--- config.mk ---
export PLATFORM = sky130hd
export DESIGN_NAME = segment_elastic
export DESIGN_NICKNAME = d
export VERILOG_FILES = /design/src/rtl/seg_pkg.sv /design/src/rtl/seg_entry.sv /design/src/rtl/segment_elastic.sv
export SDC_FILE = /design/constraint.sdc
export NUM_CORES = 1
export LEC_CHECK = 0
export ABC_AREA = 1
export BUFFER_PORTS_ARGS = -buffer_cell sky130_fd_sc_hd__clkbuf_2
export CAP_MARGIN = 0
export CORE_UTILIZATION = 59
export CTS_CLUSTER_DIAMETER = 30
export DETAILED_ROUTE_END_ITERATION = 6
export PLACE_DENSITY = 0.93
export RECOVER_POWER = 50
export SYNTH_ARGS = -nofsm -noshare
export SYNTH_HDL_FRONTEND = slang
export SYNTH_HIERARCHICAL = 1
export SYNTH_SLANG_ARGS = --single-unit
--- constraint.sdc ---
create_clock -name clk -period 3.8 [get_ports clk]
set_clock_uncertainty 0.15 [all_clocks]
set_input_delay 0.19 -clock clk [delete_from_list [all_inputs] [get_ports clk]]
set_output_delay 0.19 -clock clk [all_outputs]
set_load 0.05 [all_outputs]
--- src/rtl/seg_pkg.sv ---
// Shared types and constants for the elastic pipeline segment register.
package seg_pkg;

  typedef enum logic [1:0] {
    EMPTY = 2'd0,
    ONE   = 2'd1,
    TWO   = 2'd2
  } seg_state_t;

  localparam int DEF_CTRL_W = 3;
  localparam int DEF_DATA_W = 72;

  function automatic logic [1:0] max_count(int skid);
    return (skid != 0) ? 2'd2 : 2'd1;
  endfunction

endpackage

--- src/rtl/seg_entry.sv ---
// One enable-gated control+payload register with synchronous clear.
module seg_entry #(
  parameter int CTRL_W = 3,
  parameter int DATA_W = 72
) (
  input  logic              clk,
  input  logic              clear,
  input  logic              en,
  input  logic [CTRL_W-1:0] d_ctrl,
  input  logic [DATA_W-1:0] d_data,
  output logic [CTRL_W-1:0] q_ctrl,
  output logic [DATA_W-1:0] q_data
);

  always_ff @(posedge clk) begin
    if (clear) begin
      q_ctrl <= '0;
      q_data <= '0;
    end else if (en) begin
      q_ctrl <= d_ctrl;
      q_data <= d_data;
    end
  end

endmodule

--- src/rtl/segment_elastic.sv ---
// Elastic pipeline segment: valid/ready stage register with stall,
// flush, bubble control gating and optional two-entry skid buffer.
module segment_elastic
  import seg_pkg::*;
#(
  parameter int CTRL_W = DEF_CTRL_W,
  parameter int DATA_W = DEF_DATA_W,
  parameter int SKID   = 1
) (
  input  logic              clk,
  input  logic              reset,
  input  logic              flush,
  input  logic              in_valid,
  output logic              in_ready,
  input  logic [CTRL_W-1:0] in_ctrl,
  input  logic [DATA_W-1:0] in_data,
  output logic              out_valid,
  input  logic              out_ready,
  output logic [CTRL_W-1:0] out_ctrl,
  output logic [DATA_W-1:0] out_data,
  output logic [1:0]        count
);

  localparam logic [1:0] MAX_CNT = max_count(SKID);

  seg_state_t state, state_nx;

  logic              acc, con, full;
  logic              h_en;
  logic [CTRL_W-1:0] h_dc, h_qc;
  logic [DATA_W-1:0] h_dd, h_qd;

  assign count     = state;
  assign full      = (count == MAX_CNT);
  assign out_valid = (state != EMPTY);
  assign acc       = in_valid && in_ready;
  assign con       = out_valid && out_ready;

  // Bubbles must never carry live write enables downstream.
  assign out_ctrl  = out_valid ? h_qc : '0;
  assign out_data  = h_qd;

  always_ff @(posedge clk) begin
    if (reset) state <= EMPTY;
    else       state <= state_nx;
  end

  seg_entry #(
    .CTRL_W(CTRL_W),
    .DATA_W(DATA_W)
  ) u_head (
    .clk   (clk),
    .clear (reset),
    .en    (h_en),
    .d_ctrl(h_dc),
    .d_data(h_dd),
    .q_ctrl(h_qc),
    .q_data(h_qd)
  );

  generate
    if (SKID == 0) begin : g_single

      assign in_ready = !reset && (!full || out_ready);
      assign h_en     = acc && !flush;
      assign h_dc     = in_ctrl;
      assign h_dd     = in_data;

      always_comb begin
        state_nx = state;
        if (flush)    state_nx = EMPTY;
        else if (acc) state_nx = ONE;
        else if (con) state_nx = EMPTY;
      end

    end else begin : g_skid

      logic              s_en;
      logic [CTRL_W-1:0] s_qc;
      logic [DATA_W-1:0] s_qd;

      // Depends only on held state, so a stall reaches upstream one edge late.
      assign in_ready = !reset && !full;

      seg_entry #(
        .CTRL_W(CTRL_W),
        .DATA_W(DATA_W)
      ) u_skid (
        .clk   (clk),
        .clear (reset),
        .en    (s_en),
        .d_ctrl(in_ctrl),
        .d_data(in_data),
        .q_ctrl(s_qc),
        .q_data(s_qd)
      );

      always_comb begin
        state_nx = state;
        h_en     = 1'b0;
        s_en     = 1'b0;
        h_dc     = in_ctrl;
        h_dd     = in_data;
        if (flush) begin
          state_nx = EMPTY;
        end else begin
          unique case (state)
            EMPTY: begin
              if (acc) begin
                h_en     = 1'b1;
                state_nx = ONE;
              end
            end
            ONE: begin
              if (acc && con) begin
                h_en = 1'b1;
              end else if (acc) begin
                s_en     = 1'b1;
                state_nx = TWO;
              end else if (con) begin
                state_nx = EMPTY;
              end
            end
            TWO: begin
              if (con) begin
                h_en     = 1'b1;
                h_dc     = s_qc;
                h_dd     = s_qd;
                state_nx = ONE;
              end
            end
            default: state_nx = EMPTY;
          endcase
        end
      end

    end
  endgenerate

endmodule
# After elaboration in Yosys (flattened, before gate mapping)
# Cells that the tools add are included.
# word_totals
regBits,152
word_cells,42
# classes
muxes,21
eq_ne,6
n_reduce_logical,10
# op_table
op,count
$mux 72,3
$mux 3,4
$mux 2,5
$mux 1,7
$ne 2x2->1 const B,3
$pmux 2 s3,1
$logic_and 1x1->1,4
$reduce_and 4->1,1
$ne 3x3->1 const B,1
$pmux 1 s3,1
$eq 2x1->1 const B,1
$eq 2x2->1 const B,1
$logic_not 1->1,2
$logic_not 2->1,1
$reduce_bool 2->1,1
$reduce_or 2->1,1

# Depth between registers and ports, before layout
# Gate-level depths: netlist of the first run.
# depth
ltp_word,8
ltp_mapped,12
depth_no_buf,8

# By module
# The synthesis of the first run kept the hierarchy.
# by_module_without_submodules
mod,cells_each,instances,seq_area_each_um2,area_each_um2
seg_entry,476,2,1501.4,3080.5
segment_elastic,121,1,40.0,1261.2

# Worst setup path after synthesis of the first run
# Ideal clock, no wire load.
# synth_timing
kind,register -> register
from,"register state[0], in the netlist count[0]"
to,register u_head.q_data[10]
path_stages_with_launch,11
slack_ns,1.667
synth_period_minus_slack_ns,2.133
t_arrival_ns,1.868
n_path_buf,5
setup_ns,0.115
t_required_ns,3.535
cell_sequence,dfxtp_1 > nor2_4 > nand2_2 > buf_6 > buf_6 > o21ai_0 > buf_2 > buf_6 > buf_4 > nor2_1 > nor2_1
# synth_via
elab_chain_cells,8
# synth_lines
element,line_no,source
"start, declared",segment_elastic.sv:26,"seg_state_t state, state_nx;"
"start signal, assigned",segment_elastic.sv:45,else state <= state_nx;
$eq 2x2->1,"segment_elastic.sv:34, segment_elastic.sv:107",
$logic_not 1->1,segment_elastic.sv:83,assign in_ready = !reset && !full;
$logic_and 1x1->1,segment_elastic.sv:83,
$logic_and 1x1->1,segment_elastic.sv:36,assign acc = in_valid && in_ready;
$logic_and 1x1->1,segment_elastic.sv:115,if (acc && con) begin
$mux 1,segment_elastic.sv:115,
$pmux 1 s3 *,segment_elastic.sv:107,unique case (state)
$mux 1 *,segment_elastic.sv:104,if (flush) begin
named net h_en,segment_elastic.sv:29,logic h_en;
"end signal, assigned",seg_entry.sv:21,q_data <= d_data;
"end, declared",seg_entry.sv:12,output logic [DATA_W-1:0] q_data
# The timed path passes the listed nets; every way through them passes the cells marked *.
# A chain may end at the register's enable or synchronous reset.

# Worst setup path after layout of the first run
# layout_timing
from,input port out_ready
to,register u_head.q_data[3]
# layout_via
elab_chain_cells,5
# layout_lines
element,line_no,source
"start, declared",segment_elastic.sv:18,"input logic out_ready,"
$logic_and 1x1->1 *,segment_elastic.sv:37,assign con = out_valid && out_ready;
$logic_and 1x1->1,segment_elastic.sv:115,
$mux 1,segment_elastic.sv:115,
$pmux 1 s3 *,segment_elastic.sv:107,
$mux 1 *,segment_elastic.sv:104,
named net h_en,segment_elastic.sv:29,
# Marks and branches as above.

==> results.rst, run 1 <==
.. list-table::
   :header-rows: 1

   * - Metric
     - Value
   * - Result of the run
     - completed
   * - Level count of the clock H-tree
     - 4
   * - Worst endpoint required time
     - 3950 ps
   * - Most used flip-flop cell after synthesis
     - sky130_fd_sc_hd__dfxtp_1
   * - Antenna-violating nets left
     - 0
   * - Number of warning messages in the yosys log
     - 6
   * - Worst R2R Start
     - count[1]$_SDFFE_PP0P_
   * - Tightest hold margin
     - 21.2 ps
   * - Clk Latency, worst-skew pair
     - 410 ps
   * - Synth Cell Area
     - 0.00742 sq mm
   * - Peak supply drop
     - 0.314 mV
   * - Vias
     - 7209
   * - Final non-filler cell total
     - 1450
   * - First-pass GRT wire length
     - 32300 um
   * - Top cell type by total area after synthesis
     - sky130_fd_sc_hd__dfxtp_1
   * - P per Cell Area
     - 395 mW/mm^2
   * - Most common cell in the netlist
     - sky130_fd_sc_hd__nor2_1
   * - TNS Setup
     - 0 ps
   * - Setup bufs post-CTS
     - 0
   * - Std-Cell Rows
     - 40
   * - Critical path endpoint category
     - flip-flop
   * - Number of vias per cell
     - 4.97
   * - Cells after DPL
     - 1348
   * - Max Cap Viol
     - 0
   * - Final HPWL from detailed placement
     - 10500 um
   * - Number of optimization iterations in the first detailed-route pass
     - 5
   * - Area inside the core boundary
     - 0.0122 sq mm
   * - Highest Clock Rate
     - 331 MHz
   * - Leakage
     - 4.69 nW
   * - Minimum clock period after layout
     - 3020 ps
   * - Count of input and output buffers
     - 158
   * - Overall global routing resource usage
     - 0.315
   * - Synthesized flop and latch total
     - 152
   * - Total Die Area
     - 0.0130 sq mm
   * - Number of buffers inserted for hold repair after clock tree synthesis
     - 77
   * - Gr ovfl total
     - 0
   * - WP data arrival
     - 3170 ps
   * - Worst slack at placement
     - 1210 ps
   * - Detailed router's first-iteration violation count
     - 680
   * - Syn nets
     - 1153
   * - Commonest cells post-synth
     - 310 x sky130_fd_sc_hd__nor2_1, 306 x sky130_fd_sc_hd__nand2_1, 161 x sky130_fd_sc_hd__inv_1
   * - Final number of setup-violating endpoints
     - 0
   * - Pin count of the biggest net entering global routing
     - 99
   * - Clock tree from TritonCTS
     - done
   * - Total CTS buffers
     - 17
   * - Clock root buffer
     - sky130_fd_sc_hd__clkbuf_16
   * - Max Transition Viols Final
     - 0
   * - DRC viols
     - 0
   * - Crit. Startpoint
     - out_ready
   * - Register clock-pin slew on the reported worst setup and hold paths
     - 60 ps
   * - Die Y
     - 114 um
   * - Type of the worst setup path
     - in -> reg
   * - Number of global-route vias before repair
     - 7169
   * - Main area contributors after synthesis
     - sky130_fd_sc_hd__dfxtp_1 41%, sky130_fd_sc_hd__nor2_1 16%, sky130_fd_sc_hd__nand2_1 15%
   * - Number of nets at the end of the flow
     - 1356
   * - Sinks on Clock Net
     - 152
   * - Maximum fanout count along the critical path
     - 98
   * - Start point of the worst min-delay path
     - flush
   * - Final wirelength
     - 20000 um
   * - Fin crit share
     - 0.795
   * - Starting Density
     - 0.610
   * - Setup crit start kind
     - input port
   * - Post-synthesis cell count
     - 1073
   * - RePlAce Congestion
     - 0.745
   * - Mean cell area of the mapped netlist
     - 6.92 sq um
   * - Initial antenna violation count
     - 1
   * - Slew at the pin with the worst max-slew slack
     - 1160 ps
   * - Syn-to-layout area delta
     - 24.3%
   * - Wirelength per Cell
     - 13.8 um
   * - Post-synth EDFFs
     - 0
   * - Max-slew headroom
     - 0.223
   * - Slack of the critical path
     - 780 ps
   * - Maximum buffer depth of the clock tree
     - 2
   * - Number of distinct standard cells referenced by the synthesized netlist
     - 18
   * - Sequential area share after synthesis
     - 0.410
   * - Final hold viol count
     - 0
   * - Top cell type's share of synthesized area
     - 0.410
   * - Die outline width
     - 114 um
   * - Unrepaired setup endpoints after global routing
     - no
   * - Async set or reset register ratio after synthesis
     - 0
   * - Tightest Hold Check Type
     - in -> reg
   * - Share of post-route cells with drive strength above 1
     - 0.144
   * - Number of instances resized during post-cts repair
     - 0
   * - Boundary Pins
     - 159
[flip-flops by register name, summed over array words and instances (netlist names)]
name,flops
g_skid.u_skid/q_data,72
u_head/q_data,72
g_skid.u_skid/q_ctrl,3
u_head/q_ctrl,3
count,2
[final timing paths]
| kind | end | slack (ps) | depth (start not counted) |
|---|---|---|---|
| min | count[0]$_SDFFE_PP0P_ | 20 | 4 |
| max reg2reg | u_head/q_data[3]$_SDFFE_PP0P_ | 870 | 8 |
| max | u_head/q_data[3]$_SDFFE_PP0P_ | 780 | 10 |
| min reg2reg | u_head/q_data[33]$_SDFFE_PP0P_ | 320 | 2 |
[power breakdown]
part	internal (mW)	total (mW)	switching, mW
sequential	1.64	1.67	0.0279
combinational	0.205	0.569	0.364
clock	0.821	1.41	0.584
[cells by family (layout without fill, tap and decap cells)]
group           after synthesis  in the layout  synth area share
simple gates                621            621             0.316
buf+inv                     220            428             0.137
flops                       152            152             0.410
mux                          75             75             0.134
compound gates                5              5           0.00371
other cells                   0              1                 0
[cells in the final DEF, fill, tap and decap left out, drive strengths merged]
cell and n:
dlygate4sd3 77, mux2 75, dfxtp 152, nand2 307
nand3 2, a21boi 1, nor2 311, buf 5
o21ai 3, inv 162, clkbuf 184, nand4 1
diode 1, a21oi 1
[metal layers]
layer / GRT usage / part of all wire
met1: 0.328 / 0.37
met2: 0.579 / 0.52
met3: 0.0794 / 0.062
met4: 0.171 / 0.041
met5: 0 / 0
[metrics by stage]
stage | area (sq um) | util | power [mW]
3_3_place_gp | 8110 | 0.666 | 2.18
6_report | 9220 | 0.758 | 3.64
2_1_floorplan | 7420 | - | 2.07
3_5_place_dp | 8110 | 0.666 | 2.19
5_1_grt | 9220 | 0.758 | 3.79
4_1_cts | 9340 | 0.768 | 3.64
[area by class of cell]
class | instances | area, sq um
repair buffers | 242 | 1510
clock buffers | 24 | 462
diodes | 1 | 2.50
well taps | 168 | 210
inverters | 162 | 608
multi-input cells | 701 | 3390
flip-flops and latches | 152 | 3040
fillers | 852 | 2940
[critical path, stage by stage]
cell	delay, ps
sky130_fd_sc_hd__dlygate4sd3_1	570
sky130_fd_sc_hd__clkbuf_1	120
sky130_fd_sc_hd__inv_1	70
sky130_fd_sc_hd__nor2_1	170
sky130_fd_sc_hd__nand2_4	530
sky130_fd_sc_hd__o21ai_4	230
sky130_fd_sc_hd__clkbuf_4	900
sky130_fd_sc_hd__nand2_1	190
sky130_fd_sc_hd__nand2_1	120
sky130_fd_sc_hd__nor2_1	50
Note: power is estimated with default switching activity, not from simulation.
==> inputs of run 2 (changes only) <==
--- a/config.mk
+++ b/config.mk
@@ -8,10 +8,10 @@
 export ABC_AREA = 1
 export BUFFER_PORTS_ARGS = -buffer_cell sky130_fd_sc_hd__clkbuf_2
 export CAP_MARGIN = 0
-export CORE_UTILIZATION = 59
+export CORE_UTILIZATION = 55
 export CTS_CLUSTER_DIAMETER = 30
 export DETAILED_ROUTE_END_ITERATION = 6
-export PLACE_DENSITY = 0.93
+export PLACE_DENSITY = 0.88
 export RECOVER_POWER = 50
 export SYNTH_ARGS = -nofsm -noshare
 export SYNTH_HDL_FRONTEND = slang
==> constraint.sdc (replaced) <==
create_clock -name clk -period 2.9 [get_ports clk]
set_clock_uncertainty 0.15 [all_clocks]
set_input_delay 0.145 -clock clk [delete_from_list [all_inputs] [get_ports clk]]
set_output_delay 0.145 -clock clk [all_outputs]
set_load 0.05 [all_outputs]
==> run 2 against run 1 <==
- register-to-register slack worse by 260 ps
- non-clock buffer count up 2
- final cell count is 1.2% higher
- via count is 4.1% lower
- hold slack improved by 37 ps
- sequential share of layout area fell by 0.84 points
- clock power rose by 65%
- sequential cell count did not move
- utilization decreased by 4.1 points
==> results.rst, run 2 (same netlist as run 1, synthesis figures left out) <==
.. list-table::
   :header-rows: 1

   * - Metric
     - Value
   * - Result of the run
     - completed
   * - Minimum clock period after layout
     - 2330 ps
   * - Clock tree from TritonCTS
     - done
   * - Setup crit start kind
     - input port
   * - Leakage
     - 4.79 nW
   * - Wirelength per Cell
     - 12.6 um
   * - Number of optimization iterations in the first detailed-route pass
     - 5
   * - P per Cell Area
     - 554 mW/mm^2
   * - Clk Latency, worst-skew pair
     - 420 ps
   * - Unrepaired setup endpoints after global routing
     - no
   * - Final number of setup-violating endpoints
     - 0
   * - Slew at the pin with the worst max-slew slack
     - 697 ps
   * - Final wirelength
     - 18500 um
   * - RePlAce Congestion
     - 0.763
   * - Max Transition Viols Final
     - 0
   * - Worst endpoint required time
     - 3060 ps
   * - Syn-to-layout area delta
     - 27.5%
   * - Sinks on Clock Net
     - 152
   * - Count of input and output buffers
     - 158
   * - Highest Clock Rate
     - 429 MHz
   * - Overall global routing resource usage
     - 0.268
   * - Type of the worst setup path
     - in -> reg
   * - Most frequent cells in the layout
     - 309 x sky130_fd_sc_hd__nor2_1, 306 x sky130_fd_sc_hd__nand2_1, 159 x sky130_fd_sc_hd__inv_1
   * - Register clock-pin slew on the reported worst setup and hold paths
     - 60 ps
   * - TNS Setup
     - 0 ps
   * - Peak supply drop
     - 0.342 mV
   * - Number of vias per cell
     - 4.71
   * - Initial antenna violation count
     - 1
   * - Pin count of the biggest net entering global routing
     - 151
   * - Share of post-route cells with drive strength above 1
     - 0.153
   * - Total CTS buffers
     - 17
   * - Total Die Area
     - 0.0140 sq mm
   * - Critical path endpoint category
     - flip-flop
   * - Max Cap Viol
     - 0
   * - Number of nets at the end of the flow
     - 1358
   * - Die Y
     - 118 um
   * - Clock root buffer
     - sky130_fd_sc_hd__clkbuf_16
   * - Area inside the core boundary
     - 0.0132 sq mm
   * - Final HPWL from detailed placement
     - 10200 um
   * - Std-Cell Rows
     - 42
   * - Number of global-route vias before repair
     - 6615
   * - WP data arrival
     - 2490 ps
   * - First-pass GRT wire length
     - 30000 um
   * - Level count of the clock H-tree
     - 4
   * - Maximum buffer depth of the clock tree
     - 2
   * - Maximum fanout count along the critical path
     - 150
   * - Max-slew headroom
     - 0.535
   * - Detailed router's first-iteration violation count
     - 584
   * - Vias
     - 6913
   * - Gr ovfl total
     - 0
   * - Starting Density
     - 0.563
   * - Tightest hold margin
     - 58.2 ps
   * - Most frequent standard cell in the layout excluding fill and tap cells
     - sky130_fd_sc_hd__nor2_1
   * - Final hold viol count
     - 0
   * - Boundary Pins
     - 159
   * - Antenna-violating nets left
     - 0
   * - Die outline width
     - 118 um
   * - Tightest Hold Check Type
     - in -> reg
   * - Largest registers ranked by flip-flop count
     - g_skid.u_skid/q_data x72, u_head/q_data x72
   * - Number of inserted filler cells in the final layout
     - 1004
   * - DRC viols
     - 0
   * - Fin crit share
     - 0.804
run 2: layout make-up:
type,count,area (sq um),share of cell area
multi-input cells,701,3390,0.358
repair buffers,244,1580,0.167
inverters,162,608,0.0643
well taps,176,220,0.0233
flip-flops and latches,152,3040,0.322
diodes,1,2.50,0.000264
clock buffers,18,439,0.0464
clock inverters,13,179,0.0189
run 2: final timing paths:
kind                                    startpoint                                    end  slack, ps  cells after the start
min                                       in_valid                  count[0]$_SDFFE_PP0P_         60                      6
max reg2reg                  count[1]$_SDFFE_PP0P_         u_head/q_data[61]$_SDFFE_PP0P_        610                      8
min reg2reg  g_skid.u_skid/q_data[68]$_SDFFE_PP0P_  g_skid.u_skid/q_data[68]$_SDFFE_PP0P_        320                      2
max                                          reset         u_head/q_data[61]$_SDFFE_PP0P_        570                     11
run 2: power breakdown:
group / internal [mW] / leakage [nW] / switching (mW)
sequential: 2.15 / 1.23 / 0.0354
clock: 1.45 / 0.294 / 0.869
combinational: 0.273 / 3.27 / 0.462
run 2: worst max-delay path, cell delays in order:
cell and delay, ps:
sky130_fd_sc_hd__dlygate4sd3_1 540, sky130_fd_sc_hd__clkbuf_1 170, sky130_fd_sc_hd__inv_1 80, sky130_fd_sc_hd__nand2_1 40, sky130_fd_sc_hd__nor2_1 200, sky130_fd_sc_hd__o21ai_0 190
sky130_fd_sc_hd__o21ai_4 180, sky130_fd_sc_hd__buf_12 450, sky130_fd_sc_hd__nand2_1 170, sky130_fd_sc_hd__nand2_1 120, sky130_fd_sc_hd__nor2_1 50
run 2: layer usage:
metal,vias up,GRT usage,share of wire,routed length [um]
li1,3527,-,-,-
met1,3122,0.303,0.41,7670
met2,222,0.476,0.51,9410
met3,42,0.0613,0.053,988
met4,0,0.123,0.024,436
met5,-,0,0,0
run 2: repair_timing:
action                                 4_1_cts  5_1_grt
hold buffers                                79        0
setup buffers                                0        0
endpoints found under the hold margin       95        0
gates resized for setup                      0        0
run 2: metrics by stage:
| stage | total power [mW] | cells | worst slack (ps) | util | instance area [sq um] |
|---|---|---|---|---|---|
| after global routing | 5.42 | 1467 | 368 | 0.718 | 9460 |
| final | 5.24 | 1467 | 569 | 0.718 | 9460 |
| after detailed placement | 2.87 | 1356 | 727 | 0.618 | 8150 |
| after floorplan | 2.71 | 1073 | 767 | - | 7420 |
| after CTS | 5.26 | 1466 | 692 | 0.725 | 9560 |
| after global placement | 2.86 | 1356 | 798 | 0.618 | 8150 |
==> inputs of run 3 (changes only) <==
--- a/config.mk
+++ b/config.mk
@@ -8,10 +8,10 @@
 export ABC_AREA = 1
 export BUFFER_PORTS_ARGS = -buffer_cell sky130_fd_sc_hd__clkbuf_2
 export CAP_MARGIN = 0
-export CORE_UTILIZATION = 55
+export CORE_UTILIZATION = 50
 export CTS_CLUSTER_DIAMETER = 30
 export DETAILED_ROUTE_END_ITERATION = 6
-export PLACE_DENSITY = 0.88
+export PLACE_DENSITY = 0.85
 export RECOVER_POWER = 50
 export SYNTH_ARGS = -nofsm -noshare
 export SYNTH_HDL_FRONTEND = slang
==> constraint.sdc (replaced) <==
create_clock -name clk -period 2 [get_ports clk]
set_clock_uncertainty 0.15 [all_clocks]
set_input_delay 0.1 -clock clk [delete_from_list [all_inputs] [get_ports clk]]
set_output_delay 0.1 -clock clk [all_outputs]
set_load 0.05 [all_outputs]
==> run 3 against run 2 <==
- cell area grew 0.73%
- non-clock buffer count grew 6
- die area increased by 9.8%
- combinational power increased by 46%
- critical path type unchanged
==> results.rst, run 3 (same netlist as run 1, synthesis figures left out) <==
.. list-table::
   :header-rows: 1

   * - Metric
     - Value
   * - Highest Clock Rate
     - 518 MHz
   * - Maximum fanout count along the critical path
     - 22
   * - Start point of the worst min-delay path
     - in_valid
   * - Number of inserted filler cells in the final layout
     - 1210
   * - Peak supply drop
     - 0.510 mV
   * - Number of global-route vias before repair
     - 6566
   * - Sequential share of power
     - 0.423
   * - Std-Cell Rows
     - 44
   * - Overall global routing resource usage
     - 0.237
   * - Cell type of the slowest stage on the worst timing path
     - sky130_fd_sc_hd__dlygate4sd3_1
   * - Worst hold path stage count
     - 7
   * - Pin count of the biggest net entering global routing
     - 107
   * - Grt met1 use
     - 0.252
   * - Number of optimization iterations in the first detailed-route pass
     - 5
   * - Cell family with the largest share of critical-path delay
     - buffers and inverters
   * - Type of the worst setup path
     - in -> reg
   * - Maximum buffer depth of the clock tree
     - 2
   * - Worst min-delay path endpoint
     - count[0]$_SDFFE_PP0P_
   * - Result of the run
     - completed
   * - Met2 layer usage reported by global route
     - 0.432
   * - Most frequent standard cell in the layout excluding fill and tap cells
     - sky130_fd_sc_hd__nor2_1
   * - Gr ovfl total
     - 0
   * - Sinks on Clock Net
     - 152
   * - Fin crit share
     - 0.966
   * - Level count of the clock H-tree
     - 4
   * - Clock tree from TritonCTS
     - done
   * - Largest registers ranked by flip-flop count
     - g_skid.u_skid/q_data x72, u_head/q_data x72
   * - Initial antenna violation count
     - 0
   * - Critical path buffers and inverters
     - 5
   * - Wirelength per Cell
     - 12.5 um
   * - Routing layer with the top usage in global route
     - met2
   * - Capture point of the worst reg-to-reg path
     - u_head/q_data[62]$_SDFFE_PP0P_
   * - Max-slew headroom
     - 0.538
   * - Setup crit start kind
     - input port
   * - Syn-to-layout area delta
     - 28.4%
   * - Die outline width
     - 124 um
   * - Final HPWL from detailed placement
     - 10200 um
   * - P per Cell Area
     - 785 mW/mm^2
   * - Max Cap Viol
     - 0
   * - Share of post-route cells with drive strength above 1
     - 0.150
   * - Final number of setup-violating endpoints
     - 0
   * - Register clock-pin slew on the reported worst setup and hold paths
     - 60 ps
   * - Final hold viol count
     - 0
   * - Worst slack at placement
     - 131 ps
   * - Total Die Area
     - 0.0153 sq mm
   * - First-pass GRT wire length
     - 28500 um
   * - DRC viols
     - 0
   * - Detailed router's first-iteration violation count
     - 301
   * - Slew at the pin with the worst max-slew slack
     - 695 ps
   * - RePlAce Congestion
     - 0.760
   * - Unrepaired setup endpoints after global routing
     - no
   * - Final wirelength
     - 18400 um
   * - Worst R2R Start
     - count[0]$_SDFFE_PP0P_
   * - Inserted Diodes
     - 0
   * - Crit. Startpoint
     - out_ready
   * - Net switching power figure
     - 1.92 mW
   * - Total CTS buffers
     - 17
   * - Tightest Hold Check Type
     - in -> reg
   * - Worst endpoint required time
     - 2160 ps
   * - Internal power summed over all cells
     - 5.57 mW
   * - Die Y
     - 124 um
   * - Slack of the critical path
     - 68.7 ps
   * - Setup bufs post-CTS
     - 0
   * - Most frequent cells in the layout
     - 309 x sky130_fd_sc_hd__nor2_1, 306 x sky130_fd_sc_hd__nand2_1, 159 x sky130_fd_sc_hd__inv_1
   * - Boundary Pins
     - 159
   * - Vias
     - 6880
   * - Antenna-violating nets left
     - 0
   * - Minimum clock period after layout
     - 1930 ps
   * - Series of cell instances along the critical path
     - dlygate4sd3_1 > clkbuf_1 > inv_1 > nor2_1 > nand2_4 > buf_6 > mux2_2 > inv_1 > nand2_1 > nand2_1 > nor2_1
   * - Starting Density
     - 0.511
   * - Area inside the core boundary
     - 0.0145 sq mm
   * - TNS Setup
     - 0 ps
   * - Max Transition Viols Final
     - 0
   * - Clk Latency, worst-skew pair
     - 410 ps
   * - Switching share of power
     - 0.257
   * - Number of nets at the end of the flow
     - 1364
   * - Number of vias per cell
     - 4.65
   * - R2r setup slk
     - 140 ps
   * - Clock root buffer
     - sky130_fd_sc_hd__clkbuf_16
   * - Critical path endpoint category
     - flip-flop
   * - Fraction of power consumed by combinational cells
     - 0.142
   * - Biggest cell delay along the critical path
     - 560 ps
   * - FF-to-FF path depth
     - 8
   * - Met3 track demand over resource
     - 0.0627
   * - Share of total power in the clock network
     - 0.434
   * - Count of input and output buffers
     - 158
   * - WP data arrival
     - 2090 ps
   * - Leakage
     - 4.79 nW
-- run 3: worst max-delay path by stage --
stage,endpoint,slack [ps],cells past startpoint
6_report,u_head/q_data[62]$_SDFFE_PP0P_,70,11
3_5_place_dp,u_head/q_data[7]$_SDFFE_PP0P_,130,8
3_3_place_gp,u_head/q_data[45]$_SDFFE_PP0P_,190,7
2_1_floorplan,u_head/q_data[37]$_SDFFE_PP0P_,80,12
4_1_cts,u_head/q_data[24]$_SDFFE_PP0P_,80,8
5_1_grt,u_head/q_data[14]$_SDFFE_PP0P_,30,11
-- run 3: layer usage --
| metal | wire length, um | share of wire | vias to the layer above |
|---|---|---|---|
| met2 | 9260 | 0.50 | 214 |
| li1 | - | - | 3537 |
| met5 | 0 | 0 | - |
| met4 | 434 | 0.024 | 0 |
| met3 | 1050 | 0.057 | 36 |
| met1 | 7700 | 0.42 | 3093 |
-- run 3: layout make-up --
class / instances / area, sq um / area share
inverter: 162 / 608 / 0.0638
timing repair buffer: 250 / 1690 / 0.177
multi-input combinational: 701 / 3360 / 0.353
clock inverter: 7 / 119 / 0.0125
tap: 184 / 230 / 0.0242
sequential: 152 / 3050 / 0.319
clock buffer: 23 / 478 / 0.0501
-- run 3: power groups by stage --
stage | clock [mW] | sequential (mW) | combinational (mW)
after CTS | 3.31 | 3.17 | 1.07
final | 3.25 | 3.17 | 1.07
after global placement | 0 | 3.23 | 0.920
after global routing | 3.42 | 3.18 | 1.16
after detailed placement | 0 | 3.23 | 0.940
after floorplan | 0 | 3.49 | 0.435
-- run 3: worst register-to-register path, cell delays in order, from the launching register on --
cell and delay [ps]:
sky130_fd_sc_hd__dfxtp_2 400, sky130_fd_sc_hd__nor2_4 70, sky130_fd_sc_hd__nand2_4 200, sky130_fd_sc_hd__buf_6 290, sky130_fd_sc_hd__mux2_2 380, sky130_fd_sc_hd__inv_1 50
sky130_fd_sc_hd__nand2_1 60, sky130_fd_sc_hd__nand2_1 110, sky130_fd_sc_hd__nor2_1 50
-- run 3: what timing repair did --
action	in CTS	in global routing
resized for setup	0	5
endpoints found under the hold margin	147	0
setup endpoints to repair	0	49
hold buffers	79	0
-- run 3: per-stage QoR --
stage | utilization | instance area, sq um | hold WS [ps] | total power, mW | std cells
after floorplan | - | 7420 | 95.4 | 3.93 | 1073
after global placement | 0.568 | 8260 | 238 | 4.15 | 1368
after detailed placement | 0.568 | 8260 | 247 | 4.17 | 1368
after CTS | 0.664 | 9650 | 14.6 | 7.54 | 1477
after global routing | 0.656 | 9530 | 104 | 7.76 | 1479
final | 0.656 | 9530 | 34.4 | 7.49 | 1479
